**config.mk**
```make
export PLATFORM = sky130hd
export DESIGN_NAME = uart_tx_arbiter
export DESIGN_NICKNAME = d
export VERILOG_FILES = /design/src/rtl/uart_tx_arbiter.sv
export SDC_FILE = /design/constraint.sdc
export NUM_CORES = 1
export LEC_CHECK = 0
export ABC_AREA = 1
export CORE_MARGIN = 4
export CORE_UTILIZATION = 44
export DETAILED_ROUTE_END_ITERATION = 8
export PLACE_DENSITY = 0.9
export SLEW_MARGIN = 20
export SYNTH_ARGS = -nofsm -noshare
export SYNTH_HDL_FRONTEND = slang
export SYNTH_SLANG_ARGS = --single-unit
```
**constraint.sdc**
```tcl
create_clock -name i_clk -period 2.1 [get_ports i_clk]
set_input_delay 0.42 -clock i_clk [delete_from_list [all_inputs] [get_ports i_clk]]
set_output_delay 0.42 -clock i_clk [all_outputs]
set_load 0.02 [all_outputs]
```
**src/rtl/uart_tx_arbiter.sv**
```systemverilog
// Round-robin arbiter/sequencer sharing one uart_tx between NUM_REQ byte sources.
// Optional packet lock (req_last framing) enabled by defining UART_ARB_LOCK_EN.
module uart_tx_arbiter #(
  parameter int NUM_REQ     = 4,
  parameter int ACT_TIMEOUT = 4
) (
  input  logic                 i_clk,
  input  logic                 i_rst,
  input  logic [NUM_REQ-1:0]   i_req_valid,
  input  logic [8*NUM_REQ-1:0] i_req_data,
  input  logic [NUM_REQ-1:0]   i_req_last,
  output logic [NUM_REQ-1:0]   o_req_ready,
  output logic [NUM_REQ-1:0]   o_grant,
  output logic                 o_tx_dv,
  output logic [7:0]           o_tx_byte,
  input  logic                 i_tx_active,
  output logic                 o_busy,
  output logic                 o_err_timeout
);
  localparam int PW = (NUM_REQ > 1) ? $clog2(NUM_REQ) : 1;

  typedef enum logic [2:0] {S_IDLE, S_ISSUE, S_WAIT_ACT, S_WAIT_DONE, S_HOLDOFF} state_t;

  state_t               r_state, w_next;
  logic [PW-1:0]        r_rr_ptr;
  logic [3:0]           r_cnt;
  logic [NUM_REQ-1:0]   r_grant;
  logic [7:0]           r_byte;
  logic [NUM_REQ-1:0]   w_elig;
  logic [PW-1:0]        w_win;
  logic                 w_found, w_xfer, w_timeout;
  int                   w_idx;

`ifdef UART_ARB_LOCK_EN
  logic r_lock;

  // While a packet is open only its owner (last winner) may transfer.
  always_comb begin
    w_elig = i_req_valid;
    if (r_lock) w_elig = i_req_valid & (NUM_REQ'(1) << r_rr_ptr);
  end

  always_ff @(posedge i_clk) begin
    if (i_rst)          r_lock <= 1'b0;
    else if (w_xfer)    r_lock <= ~i_req_last[w_win];
    else if (w_timeout) r_lock <= 1'b0;
  end
`else
  logic w_unused_last;
  assign w_unused_last = ^i_req_last;
  assign w_elig        = i_req_valid;
`endif

  // Search starts just after the previous winner and wraps modulo NUM_REQ.
  always_comb begin
    w_found = 1'b0;
    w_win   = '0;
    w_idx   = 0;
    for (int k = 1; k <= NUM_REQ; k++) begin
      w_idx = int'(r_rr_ptr) + k;
      if (w_idx >= NUM_REQ) w_idx = w_idx - NUM_REQ;
      if (!w_found && w_elig[w_idx[PW-1:0]]) begin
        w_found = 1'b1;
        w_win   = w_idx[PW-1:0];
      end
    end
  end

  assign w_xfer        = (r_state == S_IDLE) && !i_tx_active && w_found;
  assign w_timeout     = (r_state == S_WAIT_ACT) && !i_tx_active && (r_cnt == 4'(ACT_TIMEOUT - 1));
  assign o_req_ready   = w_xfer ? (NUM_REQ'(1) << w_win) : '0;
  assign o_grant       = r_grant;
  assign o_tx_byte     = r_byte;
  assign o_tx_dv       = (r_state == S_ISSUE);
  assign o_busy        = (r_state != S_IDLE);
  assign o_err_timeout = w_timeout;

  always_comb begin
    w_next = r_state;
    case (r_state)
      S_IDLE:      if (w_xfer) w_next = S_ISSUE;
      S_ISSUE:     w_next = S_WAIT_ACT;
      S_WAIT_ACT:  if (i_tx_active) w_next = S_WAIT_DONE;
                   else if (w_timeout) w_next = S_IDLE;
      S_WAIT_DONE: if (!i_tx_active) w_next = S_HOLDOFF;
      S_HOLDOFF:   w_next = S_IDLE;
      default:     w_next = S_IDLE;
    endcase
  end

  always_ff @(posedge i_clk) begin
    if (i_rst) begin
      r_state  <= S_IDLE;
      r_rr_ptr <= PW'(NUM_REQ - 1);
      r_cnt    <= '0;
      r_grant  <= '0;
      r_byte   <= '0;
    end else begin
      r_state <= w_next;
      if (w_xfer) begin
        r_byte   <= i_req_data[{w_win, 3'b000} +: 8];
        r_grant  <= NUM_REQ'(1) << w_win;
        r_rr_ptr <= w_win;
      end
      // A dropped byte and a finished frame both release ownership.
      if (r_state == S_HOLDOFF || w_timeout) r_grant <= '0;
      if (r_state == S_WAIT_ACT) r_cnt <= r_cnt + 4'd1;
      else                       r_cnt <= '0;
    end
  end
endmodule
```
==> results.toml <==
[floorplanning]
rows = 21
start_util_pct = 46.7
die_y_um = 68.5
die_width_um = 68.5
die-area_um2 = 4690
num_io_pins = 62
core_um2 = 3440

[clock_network]
insertion_delay_ns = 0.26
cts_hold_buf = 0
cts_tree = "yes"
clk_pin_slew_ns = 0.08
htreeDepth = 1
cts_sinks = 21
ctsRootBufferMaster = "clkbuf_8"
cts_buffer_depth = 2
cts_made_buffers = 3

[drt]
ant_nets = 0
routed_wirelength_um = 4590
viasPerCell = 4.77
num_vias = 1906
drt_iter0_drc = 97
wl_per_cell_um = 11.5
drcViolationCount = 0
first_pass_iters = 4

[timing]
rsz0062_at_grt = "true"
final-setup-viol-count = 4
hold_violations = 0
clock_skew_ns = 0.00773
slew_viol_final = 0
fmax_ghz = 0.440
worstMarginPinSlew_ns = 0.347
layout_setup_ws_ns = -0.172
period_share_pct = 108
post-route-min-period_ns = 2.27
relSlewSlack_pct = 76.6

[place]
dpl_cell_area_um2 = 2380
hpwl_um = 3460
gp_congestion = 0.892
port_buffers = 57
dp.cells = 391

[critical_path]
worstPathCellList = "inv_6 > nand2_2 > nand2_4 > nand2_4 > nand2_4 > nor2_4 > buf_6 > nand3_4 > nand2_4 > nand2_8 > nor3_4 > buf_6"
arrival_ns = 1.85
path_delay_family = "simple AND/OR/NAND/NOR gates"
critPathCaptureType = "output pin"
worstPathRequired_ns = 1.68
path_common_cell = "nand2_4"
crit_slowest_cell = "dfxtp_4"
crit_fanout = 7
critPathKind = "reg -> out"
reg2reg_slack_ns = 0.15
crit_buf_inv = 3
start_kind = "flop"
slowest_delay_ns = 0.41

[final_layout]
stdcell_area_um2 = 2580
finalNetCount = 399
insertedDiodeCount = 0
layout-drive-gt1-share_pct = 25.4
fillers = 258
areaGrowthSynthToFinish_pct = 60.4
fin_cells = 400

[status]
violations = "setup timing"
status = "finished, violations left"

[global_route]
track_usage_pct = 21.1
grt_overflow = 0
grt_pass1_wl_um = 7630
grt_max_degree = 20
antenna_found_initial = 0
grt_pass1_vias = 1820

[pwr]
cellLeakagePower_nw = 1.35
power_mw = 4.69
ir_drop_mv = 0.867
power_density_nw_per_um2 = 1820

[synth]
yosys_warnings = 0
synth.cell_area_um2 = 1610
yosysSeqAreaShare_pct = 26.1
avgSynthCellArea_um2 = 5.98
synthDistinctLibCells = 27
synthCells = 269
syn_nets = 313
ys_seq_elements = 21
synth_area_leader_cell = "dfxtp_1"
synth.area.top_cells = "dfxtp_1 26%, nand2_1 15%, nand3_1 14%"
synth_top_area_share_pct = 26.1

[min_path]
hold_path.class = "reg -> reg"

[job]
cap_violations = 0
==> metal layers <==
| layer | share of wire [%] | global-route usage, % | vias up |
|---|---|---|---|
| met5 | 0 | 0 | - |
| li1 | - | - | 994 |
| met4 | 1.5 | 5.46 | 0 |
| met1 | 42 | 24.7 | 831 |
| met2 | 50 | 38.4 | 71 |
| met3 | 6.7 | 4.60 | 10 |
==> synthesized netlist by cell type <==
cell / number
nor2_2: 3
nor2_4: 2
buf_8: 1
nor4_1: 1
nand3_4: 2
o211ai_1: 2
a21oi_2: 2
clkbuf_1: 1
inv_2: 5
o21ai_0: 2
buf_4: 2
dfxtp_1: 21
buf_6: 1
ha_1: 1
o21ai_2: 1
nand2_2: 9
a31oi_1: 2
nor2_1: 20
o311ai_0: 1
or2_2: 2
nand2_4: 4
inv_1: 59
buf_2: 3
nand3_1: 45
nor3_1: 7
nand2_1: 63
a21oi_1: 7
==> flip-flops by register name, indices dropped and copies added, names as in the netlist <==
register and flops:
r_rr_ptr 2, r_cnt 4, r_state 3, o_tx_byte 8, o_grant 4
==> what timing repair did <==
item / CTS / global route
resized for setup: 45 / 23
buffers inserted: 4 / 2
setup endpoints to repair: 5 / 14
gates cloned: 0 / 0
pin swaps: 18 / 4
==> report_power, final <==
group | internal [mW] | leakage [nW] | switching [mW]
registers | 0.534 | 0.172 | 0.0982
clock network | 0.132 | 0.0255 | 0.130
logic | 1.60 | 1.16 | 2.19
==> worst register-to-register path, stage by stage (launching register included) <==
cell and delay (ns):
dfxtp_4 0.41, inv_6 0.06, nand2_2 0.07, nand2_1 0.09, nand2_1 0.09, nand2_1 0.07, nand2_1 0.09, nand2_2 0.08
nor2_4 0.11, nand2_4 0.08, nand2_8 0.10, buf_4 0.21, nand2_1 0.08, nand3_1 0.12, nand3_1 0.10, nand2_1 0.07
inv_1 0.03
==> cell usage in the layout (no fill, tap or decap), drive strengths merged <==
| cell | n |
|---|---|
| nor2 | 25 |
| o21ai | 3 |
| o211ai | 2 |
| dlygate4sd2 | 4 |
| buf | 36 |
| dlymetal6s2s | 1 |
| nor3 | 7 |
| inv | 64 |
| dfxtp | 21 |
| nand2 | 76 |
| clkbuf | 4 |
| clkdlybuf4s50 | 47 |
| clkinv | 1 |
| nor4 | 1 |
| o311ai | 1 |
| a31oi | 2 |
| or2 | 2 |
| a21oi | 9 |
| nand3 | 47 |
| ha | 1 |
==> path summary, 6_finish.rpt <==
check | start | endpoint | depth (start not counted)
worst min register to register | r_cnt[0] | r_cnt[0] | 1
worst max-delay path | r_rr_ptr[0] | o_req_ready[0] | 12
worst max register to register | r_rr_ptr[0] | o_tx_byte[3] | 16
worst min-delay path | r_cnt[0] | r_cnt[0] | 1
==> per-stage QoR <==
step / utilization, % / worst slack [ns] / TNS, ns / hold WS, ns
3_3_place_gp: 69.3 / -0.747 / -4.33 / 0.428
3_5_place_dp: 69.3 / -0.805 / -5.23 / 0.459
6_report: 75.0 / -0.172 / -0.599 / 0.474
5_1_grt: 75.0 / -0.272 / -1.03 / 0.504
2_1_floorplan: - / 0.0391 / 0 / 0.418
4_1_cts: 73.1 / -0.177 / -0.667 / 0.470
==> cell families after synthesis <==
group	share of synthesized area, %
adders and majority gates	0.777
DFF	26.1
buffers and inverters	18.7
AOI/OAI and AO/OA	6.69
and+or+nand+nor	47.7
==> area by class of cell <==
cell class	count	area, µm²	area share (%)
multi-input cells	176	988	38.3
inverters	64	248	9.60
repair buffers	89	816	31.6
clock inverters	1	5.00	0.194
flip-flops and latches	21	425	16.5
well taps	46	57.6	2.23
clock buffers	3	41.3	1.60
No activity file was read; power rests on OpenSTA's default activity.
